### config.mk
export PLATFORM = sky130hd
export DESIGN_NAME = mem_bus_ctrl
export DESIGN_NICKNAME = d
export VERILOG_FILES = /design/src/rtl/mem_bus_ctrl_pkg.sv /design/src/rtl/mem_wait_counter.sv /design/src/rtl/mem_bus_ctrl.sv
export SDC_FILE = /design/constraint.sdc
export NUM_CORES = 1
export LEC_CHECK = 0
export ABC_AREA = 1
export ABC_CLOCK_PERIOD_IN_PS = 1800
export CORE_MARGIN = 2
export CORE_UTILIZATION = 35
export CTS_BUF_LIST = sky130_fd_sc_hd__clkbuf_4
export DETAILED_ROUTE_END_ITERATION = 10
export PLACE_DENSITY_LB_ADDON = 0.3
export SYNTH_ARGS = -nofsm -noshare
export SYNTH_HDL_FRONTEND = slang
export SYNTH_HIERARCHICAL = 1
export SYNTH_SLANG_ARGS = --single-unit
### constraint.sdc
create_clock -name Clk -period 1.8 [get_ports Clk]
set_input_delay 0.18 -clock Clk [delete_from_list [all_inputs] [get_ports Clk]]
set_output_delay 0.18 -clock Clk [all_outputs]
set_load 0.02 [all_outputs]
### src/rtl/mem_bus_ctrl_pkg.sv
// mem_bus_ctrl_pkg: shared sequencer state type and default SRAM timing/width constants
package mem_bus_ctrl_pkg;
  typedef enum logic [2:0] {IDLE, RD, WR_SETUP, WR_PULSE, WR_HOLD} mem_state_t;
  localparam int MEM_RD_WAIT_DEF = 2;
  localparam int MEM_WR_WAIT_DEF = 2;
  localparam int SRAM_AW_DEF = 20;
endpackage

### src/rtl/mem_wait_counter.sv
// mem_wait_counter: 4-bit loadable down-counter; done marks the last cycle of a timed phase
//   clk, rst_n (sync, active-low), load/load_val (reload), done (count == 1)
module mem_wait_counter (
  input  logic       clk,
  input  logic       rst_n,
  input  logic       load,
  input  logic [3:0] load_val,
  output logic       done
);
  logic [3:0] cnt_q, cnt_d;
  always_comb cnt_d = load ? load_val : (cnt_q != 4'd0 ? cnt_q - 4'd1 : cnt_q);
  always_ff @(posedge clk) cnt_q <= rst_n ? cnt_d : 4'd0;
  assign done = cnt_q == 4'd1;
endmodule

### src/rtl/mem_bus_ctrl.sv
// mem_bus_ctrl: valid/ready request sequencer driving active-low async SRAM strobes with wait states
//   Clk, Reset (sync, active-low)
//   req_valid/req_we/req_addr/req_wdata/req_ready: request handshake from the control unit
//   rsp_valid/rsp_we/rsp_rdata: one-cycle completion pulse and read data
//   sram_addr/sram_wdata/sram_data_oe/sram_rdata, Mem_CE/UB/LB/OE/WE: SRAM side
//   MEM_BUS_CTRL_STATS_EN adds saturating rd_count/wr_count outputs
module mem_bus_ctrl
  import mem_bus_ctrl_pkg::*;
#(
  parameter int RD_WAIT = MEM_RD_WAIT_DEF,
  parameter int WR_WAIT = MEM_WR_WAIT_DEF,
  parameter int SRAM_AW = SRAM_AW_DEF
) (
  input  logic               Clk,
  input  logic               Reset,
  input  logic               req_valid,
  input  logic               req_we,
  input  logic [15:0]        req_addr,
  input  logic [15:0]        req_wdata,
  output logic               req_ready,
  output logic               rsp_valid,
  output logic               rsp_we,
  output logic [15:0]        rsp_rdata,
  output logic [SRAM_AW-1:0] sram_addr,
  output logic [15:0]        sram_wdata,
  output logic               sram_data_oe,
  input  logic [15:0]        sram_rdata,
`ifdef MEM_BUS_CTRL_STATS_EN
  output logic [15:0]        rd_count,
  output logic [15:0]        wr_count,
`endif
  output logic               Mem_CE,
  output logic               Mem_UB,
  output logic               Mem_LB,
  output logic               Mem_OE,
  output logic               Mem_WE
);
  if (RD_WAIT < 1 || RD_WAIT > 15 || WR_WAIT < 1 || WR_WAIT > 15) begin : g_bad_wait
    $error("mem_bus_ctrl: RD_WAIT and WR_WAIT must be in 1..15");
  end
  mem_state_t  state_q, state_d;
  logic        rsp_valid_q, rsp_valid_d, rsp_we_q, rsp_we_d;
  logic [15:0] rsp_rdata_q, rsp_rdata_d, addr_q, addr_d, wdata_q, wdata_d;
  logic        accept, cnt_load, cnt_done;
  logic [3:0]  cnt_val;
  // The write pulse length is reloaded on leaving WR_SETUP so WR_WAIT=15 never needs a 5th bit.
  always_comb begin
    accept = state_q == IDLE && req_valid;
    cnt_load = accept || state_q == WR_SETUP;
    cnt_val = accept && !req_we ? 4'(RD_WAIT) : 4'(WR_WAIT);
    state_d = state_q;
    rsp_valid_d = 1'b0;
    rsp_we_d = rsp_we_q;
    rsp_rdata_d = rsp_rdata_q;
    addr_d = addr_q;
    wdata_d = wdata_q;
    case (state_q)
      IDLE: if (req_valid) begin
        state_d = req_we ? WR_SETUP : RD;
        addr_d = req_addr;
        wdata_d = req_wdata;
      end
      RD: if (cnt_done) begin
        state_d = IDLE;
        rsp_valid_d = 1'b1;
        rsp_we_d = 1'b0;
        rsp_rdata_d = sram_rdata;
      end
      WR_SETUP: state_d = WR_PULSE;
      WR_PULSE: state_d = cnt_done ? WR_HOLD : WR_PULSE;
      WR_HOLD: begin
        state_d = IDLE;
        rsp_valid_d = 1'b1;
        rsp_we_d = 1'b1;
      end
      default: state_d = IDLE;
    endcase
  end
  always_ff @(posedge Clk) begin
    state_q <= Reset ? state_d : IDLE;
    rsp_valid_q <= Reset ? rsp_valid_d : 1'b0;
    rsp_we_q <= Reset ? rsp_we_d : 1'b0;
    rsp_rdata_q <= Reset ? rsp_rdata_d : 16'h0;
    addr_q <= Reset ? addr_d : 16'h0;
    wdata_q <= Reset ? wdata_d : 16'h0;
  end
  mem_wait_counter u_cnt (
    .clk(Clk),
    .rst_n(Reset),
    .load(cnt_load),
    .load_val(cnt_val),
    .done(cnt_done)
  );
  assign req_ready = Reset && state_q == IDLE;
  assign rsp_valid = rsp_valid_q;
  assign rsp_we = rsp_we_q;
  assign rsp_rdata = rsp_rdata_q;
  assign sram_addr = SRAM_AW'(addr_q);
  assign sram_wdata = wdata_q;
  assign sram_data_oe = state_q == WR_PULSE || state_q == WR_HOLD;
  assign Mem_CE = state_q == IDLE;
  assign Mem_UB = Mem_CE;
  assign Mem_LB = Mem_CE;
  assign Mem_OE = state_q != RD;
  assign Mem_WE = state_q != WR_PULSE;
`ifdef MEM_BUS_CTRL_STATS_EN
  logic [15:0] rd_count_q, rd_count_d, wr_count_q, wr_count_d;
  always_comb begin
    rd_count_d = rd_count_q + 16'(rsp_valid_q && !rsp_we_q && rd_count_q != 16'hFFFF);
    wr_count_d = wr_count_q + 16'(rsp_valid_q && rsp_we_q && wr_count_q != 16'hFFFF);
  end
  always_ff @(posedge Clk) begin
    rd_count_q <= Reset ? rd_count_d : 16'h0;
    wr_count_q <= Reset ? wr_count_d : 16'h0;
  end
  assign rd_count = rd_count_q;
  assign wr_count = wr_count_q;
`endif
endmodule

==> flow_metrics.tcl <==
set metrics [dict create \
    routedWlPerCell_um 12.2 \
    post-route-drc-count 0 \
    die_h_um 86.7 \
    timing.critical_path.from_type "flip-flop" \
    final_min_period_over_clock_period 0.922 \
    finalMaxSlewViolations 0 \
    yosys_warnings 6 \
    r2r.worst_path.cells 7 \
    drt-initial-drc-count 81 \
    timing.final.hold_violations 0 \
    synthesis.instances 298 \
    fin_setup_tns_ps 0 \
    die_x_um 86.7 \
    maxClockFrequency_mhz 602 \
    power-per-cell-area_mw_per_mm2 968 \
    synth.avg_cell_area_sq_um 8.03 \
    placedInstanceArea_sq_mm 0.00347 \
    global_route_wire_length_before_repair_um 9420 \
    cts.sinks 57 \
    p_leak_nw 1.37 \
    num_vias 2292 \
    htree_levels 3 \
    fin_skew_ps 9.32 \
    detailed_place_hpwl_um 4090 \
    grt_start_max_net_pins 37 \
    cts_root_buf "clkbuf_4" \
    buffer_ports.inserted 108 \
    first_global_vias 2100 \
    peakVddDrop_mv 0.685 \
    worstSetupEndpointType "output pin" \
    number_of_nets_in_the_layout 462 \
    cts_hold_buffers 0 \
    timing.max_cap.violations 0 \
    hold_depth 3 \
    via_density_per_instance 4.67 \
    stdcell_area_sq_mm 0.00356 \
    areaGrowthSynthToFinish_pct 48.8 \
    fp.dieArea_sq_mm 0.00751 \
    wl_um 5980 \
    worst_ep_required_time_ps 1620 \
    effective_utilization_at_floorplan 0.356 \
    total_global_route_track_usage 0.160 \
    io-pin-count 113 \
    syn-cell-area_sq_mm 0.00239 \
    antennaDiodeCount 0 \
    layout-drive-gt1-share 0.0949 \
    report.final.setup_viol 0 \
    period_minus_slack_ps 1660 \
    rsz_0062_raised_after_global_routing "no" \
    antenna_found_initial 0 \
    synth_cell_types 30 \
    cts.reportedPaths.clkPinSlew_ps 90 \
    hold_path_class "in2reg" \
    cts_tree "done" \
    gp_routability_congestion 0.838 \
    clk-insertion-delay-late_ps 380 \
    drt_pass1_iterations 4 \
    ys_seq_elements 57 \
    core-area_sq_mm 0.00672 \
    grt-ovfl-total 0 \
    numCtsBuffers 9 \
    run_status "complete, no violations" \
    crit_fanout 3 \
    timing.critical_path.arrival_ps 1480 \
    detail-route-antenna-nets 0 \
    std_cell_rows 30 \
    timing_worst_setup_path_type "reg2out" \
    sequential_element_share_of_the_synthesized_area 0.477 \
    cts_max_path_buffers 2 \
    cts.repair_timing.setup_buffer_count 0 \
]
[cells by family (layout without fill, tap and decap cells)]
group | Yosys count | in the layout | synth area share
simple gates | 138 | 138 | 0.271
compound gates | 60 | 60 | 0.131
flops | 57 | 57 | 0.477
buf+inv | 38 | 145 | 0.102
fa+ha+maj | 3 | 3 | 0.0157
other cells | 2 | 8 | 0.00314
[what timing repair did]
item	4_1_cts	5_1_grt
hold endpoints to repair	0	0
gates resized for setup	9	0
setup endpoints to repair	7	0
[report_power, final]
group          internal [W]  total [W]  leakage, nW  switching, W
registers           0.00140    0.00150        0.466     0.0000913
logic              0.000532    0.00123        0.839      0.000700
clock network      0.000278   0.000718       0.0632      0.000439
total               0.00221    0.00344         1.37       0.00123
[worst max-delay path: stages (launching register included)]
cell and delay, ps:
dfxtp_1 420, inv_2 70, nor2_4 120, nand2_1 90
nand2_1 60, dlygate4sd2_1 340
[stage by stage]
step	power [W]	setup slack, ps	instances	util	hold WS, ps
6_report	0.00344	140	491	0.530	373
3_5_place_dp	0.00278	157	476	0.516	453
2_1_floorplan	0.00235	259	304	-	308
4_1_cts	0.00350	82.4	491	0.530	332
5_1_grt	0.00368	29.0	491	0.530	351
3_3_place_gp	0.00276	147	476	0.516	447
[cells in the mapped netlist]
cell      count  share of area
nand4_1       2         0.0052
inv_4         1         0.0026
o21ai_0      21          0.044
nand3_2       2         0.0084
nand2_4       1         0.0047
inv_2         3         0.0047
buf_1         2         0.0031
nand2_8       1         0.0084
conb_1        2         0.0031
nor3b_1       1         0.0031
a21oi_2       3          0.011
dfxtp_1      57           0.48
nand3_1      36          0.075
inv_6         1         0.0037
a21oi_1      35          0.073
o211ai_1      1         0.0031
buf_4         8          0.025
clkbuf_1      2         0.0031
nor2_4        2         0.0094
inv_1        10          0.016
nor4_1        1         0.0026
nand3b_1      1         0.0031
nor2_2        1         0.0026
nor2_1       41          0.064
buf_6         8          0.038
or2_0         1         0.0026
ha_1          3          0.016
nand3_4       1         0.0073
buf_2         3         0.0063
nand2_1      47          0.074
[routing by layer]
metal,up-vias,part of all wire,GRT usage,wire [um]
li1,1183,-,-,-
met1,1036,0.45,0.184,2700
met2,62,0.48,0.276,2870
met3,11,0.046,0.0371,278
met4,0,0.022,0.0795,129
met5,-,0,0,0
[state kept, by name, indices dropped and copies added, names as in the netlist]
register / count
rsp_rdata: 16
state_q: 3
rsp_valid: 1
rsp_we: 1
addr_q: 16
u_cnt/cnt_q: 4
sram_wdata: 16
[placed cells by master, fill, tap and decap left out, drive strengths merged]
master | Yosys | layout
a21oi | 38 | 38
buf | 21 | 7
clkbuf | 2 | 10
clkdlybuf4s50 | 0 | 101
clkinv | 0 | 5
conb | 2 | 8
dfxtp | 57 | 57
dlygate4sd2 | 0 | 7
ha | 3 | 3
inv | 15 | 15
nand2 | 49 | 49
nand3 | 39 | 39
nand3b | 1 | 1
nand4 | 2 | 2
nor2 | 44 | 44
nor3b | 1 | 1
nor4 | 1 | 1
o211ai | 1 | 1
o21ai | 21 | 21
or2 | 1 | 1
[final timing paths]
kind | start | end | slack, ps
setup / recovery | state_q[0]$_SDFFE_PN0P_ | sram_data_oe | 140
setup reg to reg | state_q[2]$_SDFFE_PN0P_ | sram_wdata[8]$_SDFFE_PN0P_ | 190
hold reg to reg | addr_q[10]$_SDFFE_PN0P_ | addr_q[10]$_SDFFE_PN0P_ | 460
hold / removal | req_addr[8] | addr_q[8]$_SDFFE_PN0P_ | 370
[area by class of cell]
cell class                      instances  area [sq um]
Inverter                               15          63.8
Tap cell                               80           100
Multi-Input combinational cell        209          1030
Timing Repair Buffer                  115          1120
Clock inverter                          5          23.8
Clock buffer                           10          75.1
Sequential cell                        57          1140
Fill cell                             661          3160
Power figures use the tool's default switching activity.
